<file path="config.mk">
export PLATFORM = sky130hd
export DESIGN_NAME = uart_dma_host
export DESIGN_NICKNAME = d
export VERILOG_FILES = /design/src/rtl/uart_dma_host.sv
export SDC_FILE = /design/constraint.sdc
export NUM_CORES = 1
export LEC_CHECK = 0
export ABC_AREA = 1
export CORE_ASPECT_RATIO = 1.4
export CORE_MARGIN = 4
export CORE_UTILIZATION = 50
export DETAILED_ROUTE_END_ITERATION = 7
export PLACE_DENSITY = 0.73
export SLEW_MARGIN = 25
export SYNTH_ARGS = -nofsm -noshare
export SYNTH_HDL_FRONTEND = slang
export SYNTH_SLANG_ARGS = --single-unit
</file>
<file path="constraint.sdc">
create_clock -name clk -period 4.8 [get_ports clk]
set_clock_uncertainty 0.15 [all_clocks]
set_input_delay 0.96 -clock clk [delete_from_list [all_inputs] [get_ports clk]]
set_output_delay 0.96 -clock clk [all_outputs]
set_load 0.005 [all_outputs]
</file>
<file path="src/rtl/uart_dma_host.sv">
// uart_dma_host: byte-level initiator for the UART DMA command protocol.
// Builds a command frame (opcode, address, length, payload), streams it to a
// uart_tx over a valid/ready byte interface, then collects response bytes
// from a uart_rx. Payload bytes are fetched from a byte-addressed source
// memory with one cycle of read latency.
module uart_dma_host #(
  parameter int unsigned RX_TIMEOUT  = 2_000_000,
  parameter int unsigned CHUNK_BYTES = 32
) (
  input  logic        clk,
  input  logic        rst_n,

  input  logic        req_valid,
  output logic        req_ready,
  input  logic [7:0]  req_cmd,
  input  logic [15:0] req_addr,
  input  logic [15:0] req_len,

  output logic        src_rd_en,
  output logic [15:0] src_rd_addr,
  input  logic [7:0]  src_rd_data,

  output logic [7:0]  tx_data,
  output logic        tx_valid,
  input  logic        tx_ready,

  input  logic [7:0]  rx_data,
  input  logic        rx_valid,

  output logic [7:0]  rsp_data,
  output logic        rsp_valid,
  output logic        rsp_last,
  output logic [7:0]  status_byte,
  output logic        busy,
  output logic        done,
  output logic        error,
  output logic [7:0]  stray_count
);

  localparam int unsigned TmoW      = $clog2(RX_TIMEOUT + 1);
  localparam logic [16:0] ChunkMask = 17'(CHUNK_BYTES - 1);
  localparam logic [16:0] ChunkSize = 17'(CHUNK_BYTES);

  typedef enum logic [2:0] {
    StIdle,
    StHdr,
    StFetch,
    StData,
    StRecv,
    StDone,
    StErr
  } state_e;

  state_e state_q, state_d;

  logic [7:0]      cmd_q, cmd_d;
  logic [15:0]     addr_q, addr_d;
  logic [15:0]     len_q, len_d;
  logic [2:0]      hdr_idx_q, hdr_idx_d;
  logic [16:0]     pay_idx_q, pay_idx_d;
  logic [16:0]     pay_len_q, pay_len_d;
  logic [16:0]     rsp_len_q, rsp_len_d;
  logic [16:0]     rsp_cnt_q, rsp_cnt_d;
  logic [TmoW-1:0] tmo_q, tmo_d;
  logic [7:0]      data_q, data_d;
  logic            loaded_q, loaded_d;
  logic [7:0]      rsp_data_q, rsp_data_d;
  logic            rsp_valid_q, rsp_valid_d;
  logic            rsp_last_q, rsp_last_d;
  logic [7:0]      status_q, status_d;
  logic [7:0]      stray_q, stray_d;
  logic            ready_q, ready_d;

  logic            req_accept;
  logic            req_legal;
  logic [16:0]     req_pay_len;
  logic [16:0]     req_rsp_len;
  logic [16:0]     rsp_round;
  logic [2:0]      hdr_last;
  logic [7:0]      hdr_byte;
  state_e          after_pay;

  // Decode an incoming request into its payload and response sizes.
  always_comb begin
    req_legal   = (req_cmd >= 8'h01) && (req_cmd <= 8'h06);
    req_pay_len = 17'd0;
    req_rsp_len = 17'd0;
    // Round len up to a whole chunk in 17 bits; zero still reads one chunk.
    rsp_round   = ({1'b0, req_len} + ChunkMask) & ~ChunkMask;
    case (req_cmd)
      8'h01, 8'h02: req_pay_len = {1'b0, req_len};
      8'h03:        req_pay_len = 17'd4;
      8'h04:        req_rsp_len = (rsp_round == 17'd0) ? ChunkSize : rsp_round;
      8'h06:        req_rsp_len = 17'd1;
      default: ;
    endcase
  end

  // Header length and the byte currently addressed by the header index.
  always_comb begin
    case (cmd_q)
      8'h01, 8'h02, 8'h04: hdr_last = 3'd4;
      8'h03:               hdr_last = 3'd2;
      default:             hdr_last = 3'd0;
    endcase
    case (hdr_idx_q)
      3'd0:    hdr_byte = cmd_q;
      3'd1:    hdr_byte = addr_q[15:8];
      3'd2:    hdr_byte = addr_q[7:0];
      3'd3:    hdr_byte = len_q[15:8];
      3'd4:    hdr_byte = len_q[7:0];
      default: hdr_byte = 8'h00;
    endcase
    after_pay = (rsp_len_q != 17'd0) ? StRecv : StDone;
  end

  assign req_accept = req_valid && ready_q;

  // Next-state and output logic for the frame sequencer.
  always_comb begin
    state_d     = state_q;
    cmd_d       = cmd_q;
    addr_d      = addr_q;
    len_d       = len_q;
    hdr_idx_d   = hdr_idx_q;
    pay_idx_d   = pay_idx_q;
    pay_len_d   = pay_len_q;
    rsp_len_d   = rsp_len_q;
    rsp_cnt_d   = rsp_cnt_q;
    tmo_d       = '0;
    data_d      = data_q;
    loaded_d    = loaded_q;
    rsp_data_d  = rsp_data_q;
    rsp_valid_d = 1'b0;
    rsp_last_d  = 1'b0;
    status_d    = status_q;
    stray_d     = stray_q;
    tx_valid    = 1'b0;
    tx_data     = 8'h00;
    src_rd_en   = 1'b0;
    src_rd_addr = 16'h0000;

    // Bytes arriving outside a response window are dropped but counted.
    if (rx_valid && (state_q != StRecv) && (stray_q != 8'hFF)) begin
      stray_d = stray_q + 8'd1;
    end

    case (state_q)
      StIdle: begin
        if (req_accept) begin
          cmd_d     = req_cmd;
          addr_d    = req_addr;
          len_d     = req_len;
          hdr_idx_d = 3'd0;
          pay_idx_d = 17'd0;
          rsp_cnt_d = 17'd0;
          pay_len_d = req_pay_len;
          rsp_len_d = req_rsp_len;
          state_d   = req_legal ? StHdr : StErr;
        end
      end

      StHdr: begin
        tx_valid = 1'b1;
        tx_data  = hdr_byte;
        if (tx_ready) begin
          if (hdr_idx_q == hdr_last) begin
            state_d = (pay_len_q != 17'd0) ? StFetch : after_pay;
          end else begin
            hdr_idx_d = hdr_idx_q + 3'd1;
          end
        end
      end

      StFetch: begin
        src_rd_en   = 1'b1;
        src_rd_addr = pay_idx_q[15:0];
        loaded_d    = 1'b0;
        state_d     = StData;
      end

      StData: begin
        // First cycle captures the memory byte; offer it from the register
        // afterwards so tx_data cannot move under backpressure.
        if (!loaded_q) begin
          data_d   = src_rd_data;
          loaded_d = 1'b1;
        end else begin
          tx_valid = 1'b1;
          tx_data  = data_q;
          if (tx_ready) begin
            pay_idx_d = pay_idx_q + 17'd1;
            state_d   = ((pay_idx_q + 17'd1) < pay_len_q) ? StFetch : after_pay;
          end
        end
      end

      StRecv: begin
        if (rx_valid) begin
          rsp_data_d  = rx_data;
          rsp_valid_d = 1'b1;
          rsp_cnt_d   = rsp_cnt_q + 17'd1;
          if (cmd_q == 8'h06) begin
            status_d = rx_data;
          end
          if ((rsp_cnt_q + 17'd1) == rsp_len_q) begin
            rsp_last_d = 1'b1;
            state_d    = StDone;
          end
        end else if (tmo_q == TmoW'(RX_TIMEOUT - 1)) begin
          state_d = StErr;
        end else begin
          tmo_d = tmo_q + TmoW'(1);
        end
      end

      StDone:  state_d = StIdle;
      StErr:   state_d = StIdle;
      default: state_d = StIdle;
    endcase

    ready_d = (state_d == StIdle);
  end

  // State and datapath registers.
  always_ff @(posedge clk or negedge rst_n) begin
    if (!rst_n) begin
      state_q     <= StIdle;
      cmd_q       <= 8'h00;
      addr_q      <= 16'h0000;
      len_q       <= 16'h0000;
      hdr_idx_q   <= 3'd0;
      pay_idx_q   <= 17'd0;
      pay_len_q   <= 17'd0;
      rsp_len_q   <= 17'd0;
      rsp_cnt_q   <= 17'd0;
      tmo_q       <= '0;
      data_q      <= 8'h00;
      loaded_q    <= 1'b0;
      rsp_data_q  <= 8'h00;
      rsp_valid_q <= 1'b0;
      rsp_last_q  <= 1'b0;
      status_q    <= 8'h00;
      stray_q     <= 8'h00;
      ready_q     <= 1'b0;
    end else begin
      state_q     <= state_d;
      cmd_q       <= cmd_d;
      addr_q      <= addr_d;
      len_q       <= len_d;
      hdr_idx_q   <= hdr_idx_d;
      pay_idx_q   <= pay_idx_d;
      pay_len_q   <= pay_len_d;
      rsp_len_q   <= rsp_len_d;
      rsp_cnt_q   <= rsp_cnt_d;
      tmo_q       <= tmo_d;
      data_q      <= data_d;
      loaded_q    <= loaded_d;
      rsp_data_q  <= rsp_data_d;
      rsp_valid_q <= rsp_valid_d;
      rsp_last_q  <= rsp_last_d;
      status_q    <= status_d;
      stray_q     <= stray_d;
      ready_q     <= ready_d;
    end
  end

  // req_ready is registered so it stays low while reset is asserted.
  assign req_ready   = ready_q;
  assign rsp_data    = rsp_data_q;
  assign rsp_valid   = rsp_valid_q;
  assign rsp_last    = rsp_last_q;
  assign status_byte = status_q;
  assign stray_count = stray_q;
  assign busy        = (state_q != StIdle);
  assign done        = (state_q == StDone);
  assign error       = (state_q == StErr);

endmodule

</file>
==> flow_metrics.py <==
metrics = {
    "global_route": {
        "grt-ovfl-total": 0,
        "grt_pass1_vias": 7737,
        "grt_usage_pct": 23.6,
        "grt_pass1_wl_um": 37700,
        "grt_max_degree": 100,
        "antenna_found_initial": 1,
    },
    "sta": {
        "final.min_clock_period_ps": 3910,
        "fin_crit_sh_pct": 81.4,
        "hold_violations": 0,
        "slew_violations": 0,
        "setup_viol": 0,
        "rsz0062_at_grt": "no",
        "max_freq_mhz": 256,
        "finalSetupTns_ps": 0,
        "relSlewSlack_pct": 41.6,
        "tightest_slew_ps": 875,
        "holdWs_ps": 290,
    },
    "place": {
        "port_buffers": 116,
        "dpl_cell_area_um2": 10200,
        "place.gp.congestion": 0.880,
        "dpl.hpwl_um": 16800,
    },
    "detailed_routing": {
        "ant_nets": 0,
        "drt_iter0_drc": 585,
        "first_pass_iters": 5,
        "drc": 0,
        "vias_per_cell": 5.36,
        "vias": 7904,
        "wirelength_um": 22700,
        "routedWlPerCell_um": 15.4,
    },
    "floorplan": {
        "io_pins": 117,
        "die_w_um": 120,
        "fp.dieArea_um2": 19900,
        "die_h_um": 165,
        "start_util_pct": 50.9,
        "core_um2": 17400,
        "num_rows": 57,
    },
    "power": {
        "leakage_nw": 5.02,
        "power_density_nw_per_um2": 513,
        "peakVddDrop_v": 0.000251,
        "finalPower_mw": 5.58,
    },
    "worst_setup_path": {
        "worstPathRequired_ps": 3690,
        "critPathArrivalTime_ps": 2800,
        "crit_path_start_kind": "register",
        "critPathMaxFanout": 16,
        "cp_top_family": "buffers and inverters",
        "crit_buf_inv": 3,
        "cp_slowest_stage_delay_ps": 470,
        "cp_slowest_cell": "clkdlybuf4s50_1",
        "crit_path_end_kind": "output pin",
        "path_class": "register to output pin",
        "cp_cell_sequence": "clkinv_1 -> ha_1 -> inv_1 -> o22ai_1 -> a311oi_1 -> o21ai_0 -> clkdlybuf4s50_1",
    },
    "synthesis": {
        "yosysWarnings": 0,
        "synthFlopType": "dfrtp_1",
        "avgSynthCellArea_um2": 7.96,
        "synth_area_leader_cell": "dfrtp_1",
        "synth_cells": 1113,
        "synth_edf_count": 0,
        "ys_seq_elements": 166,
        "async_flop_share_pct": 100,
        "synth-seq-area-share_pct": 46.9,
        "synth_common_cells": "nand2_1 (245), dfrtp_1 (166), inv_1 (165)",
        "synthTopCellsByArea": "dfrtp_1 (47%), nand2_1 (10%), inv_1 (7.0%)",
        "synth_top_area_share_pct": 46.9,
        "netlist_area_um2": 8860,
        "ys_types": 43,
        "yosysMostFrequentCell": "nand2_1",
        "synth_nets": 1198,
    },
    "run": {
        "max_cap_viol_count": 0,
    },
    "finish": {
        "fillCellCount": 1543,
        "syn2layout_area_growth_pct": 22.7,
        "final_area_um2": 10900,
        "drive_above_1_share_pct": 5.25,
        "fin_nets": 1311,
    },
    "clocking": {
        "clock_path_buffers": 2,
        "cts.clk_slew.worst_paths_ps": 60,
        "clkLatencyLatePin_ps": 430,
        "clock-sinks": 166,
        "cts.repair.resized": 0,
        "hold_buffers": 0,
        "numCtsBuffers": 17,
        "cts_root_buf": "clkbuf_16",
        "cts_setup_buffers": 0,
        "cts_tree": "done",
        "htree_levels": 4,
    },
    "min_path": {
        "min_path_type": "primary input to asynchronous set/reset pin",
    },
    "outcome": {
        "status": "complete, no violations",
    },
}
[cell type report]
type	count	area [µm²]	area share, %
antenna	1	2.50	0.0230
clock buffer	23	468	4.30
clock inverter	9	125	1.15
inverter	173	654	6.02
multi-input combinational	749	3950	36.4
sequential	166	4150	38.2
tap	236	295	2.72
timing repair buffer	119	1220	11.2
[metrics by stage]
stage / setup slack (ps) / instances / utilization [%]
2_1_floorplan: 1990 / 1113 / -
3_3_place_gp: 1430 / 1442 / 58.9
3_5_place_dp: 1380 / 1442 / 58.9
4_1_cts: 918 / 1474 / 62.3
5_1_grt: 706 / 1476 / 62.5
6_report: 893 / 1476 / 62.5
[cells in the final DEF (no fill, tap or decap), types with 6 or more instances in the layout]
cell type / instances
nand3_1: 81
ha_1: 24
inv_1: 165
nand2_1: 245
nor2_1: 95
a311oi_1: 7
xor2_1: 32
nor3_1: 25
a21oi_1: 21
nand4_1: 20
inv_2: 6
clkdlybuf4s50_1: 115
mux2_2: 9
dfrtp_1: 166
clkbuf_16: 17
o22ai_1: 55
o21ai_0: 92
[kinds of logic (layout without fill, tap and decap cells)]
kind of cell               Yosys count  in the layout  synth area share, %
muxes                                9              9                 1.14
AOI/OAI and AO/OA                  189            189                 12.3
buffers and inverters              198            324                 8.52
other                                0              1                    0
adders and majority gates           24             24                 3.39
and+or+nand+nor                    491            491                 24.2
DFF                                166            166                 46.9
xor gates and xnor gates            36             36                 3.56
[layer usage]
layer	global-route usage [%]	vias to the layer above	part of all wire, %
li1	-	3893	-
met1	30.1	3761	42
met2	40.0	205	50
met3	4.57	45	4.7
met4	8.97	0	3.1
met5	0	-	0
[worst paths after layout]
path | from | to | slack [ps] | depth (start not counted)
max | hdr_idx_q[2] | tx_data[0] | 890 | 7
min | rst_n | rsp_cnt_q[9] | 290 | 1
max reg2reg | pay_idx_q[2] | req_ready | 1520 | 23
min reg2reg | tmo_q[0] | tmo_q[0] | 310 | 1
max in group asynchronous | rst_n | tmo_q[11] | 3530 | 2
min in group clk | tmo_q[0] | tmo_q[0] | 310 | 1
[report_power, final]
group          internal (mW)  switching, mW
Combinational          0.807           1.23
Sequential              1.86          0.292
Clock                  0.843          0.545
[flip-flops by register name, summed over array words and instances (netlist names)]
register     flops
tmo_q           21
pay_idx_q       17
rsp_cnt_q       17
addr_q          16
len_q           16
pay_len_q       16
rsp_len_q       13
cmd_q            8
data_q           8
rsp_data         8
status_byte      8
stray_count      8
hdr_idx_q        3
state_q          3
loaded_q         1
req_ready        1
rsp_last         1
rsp_valid        1
Note: power is estimated with default switching activity, not from simulation.
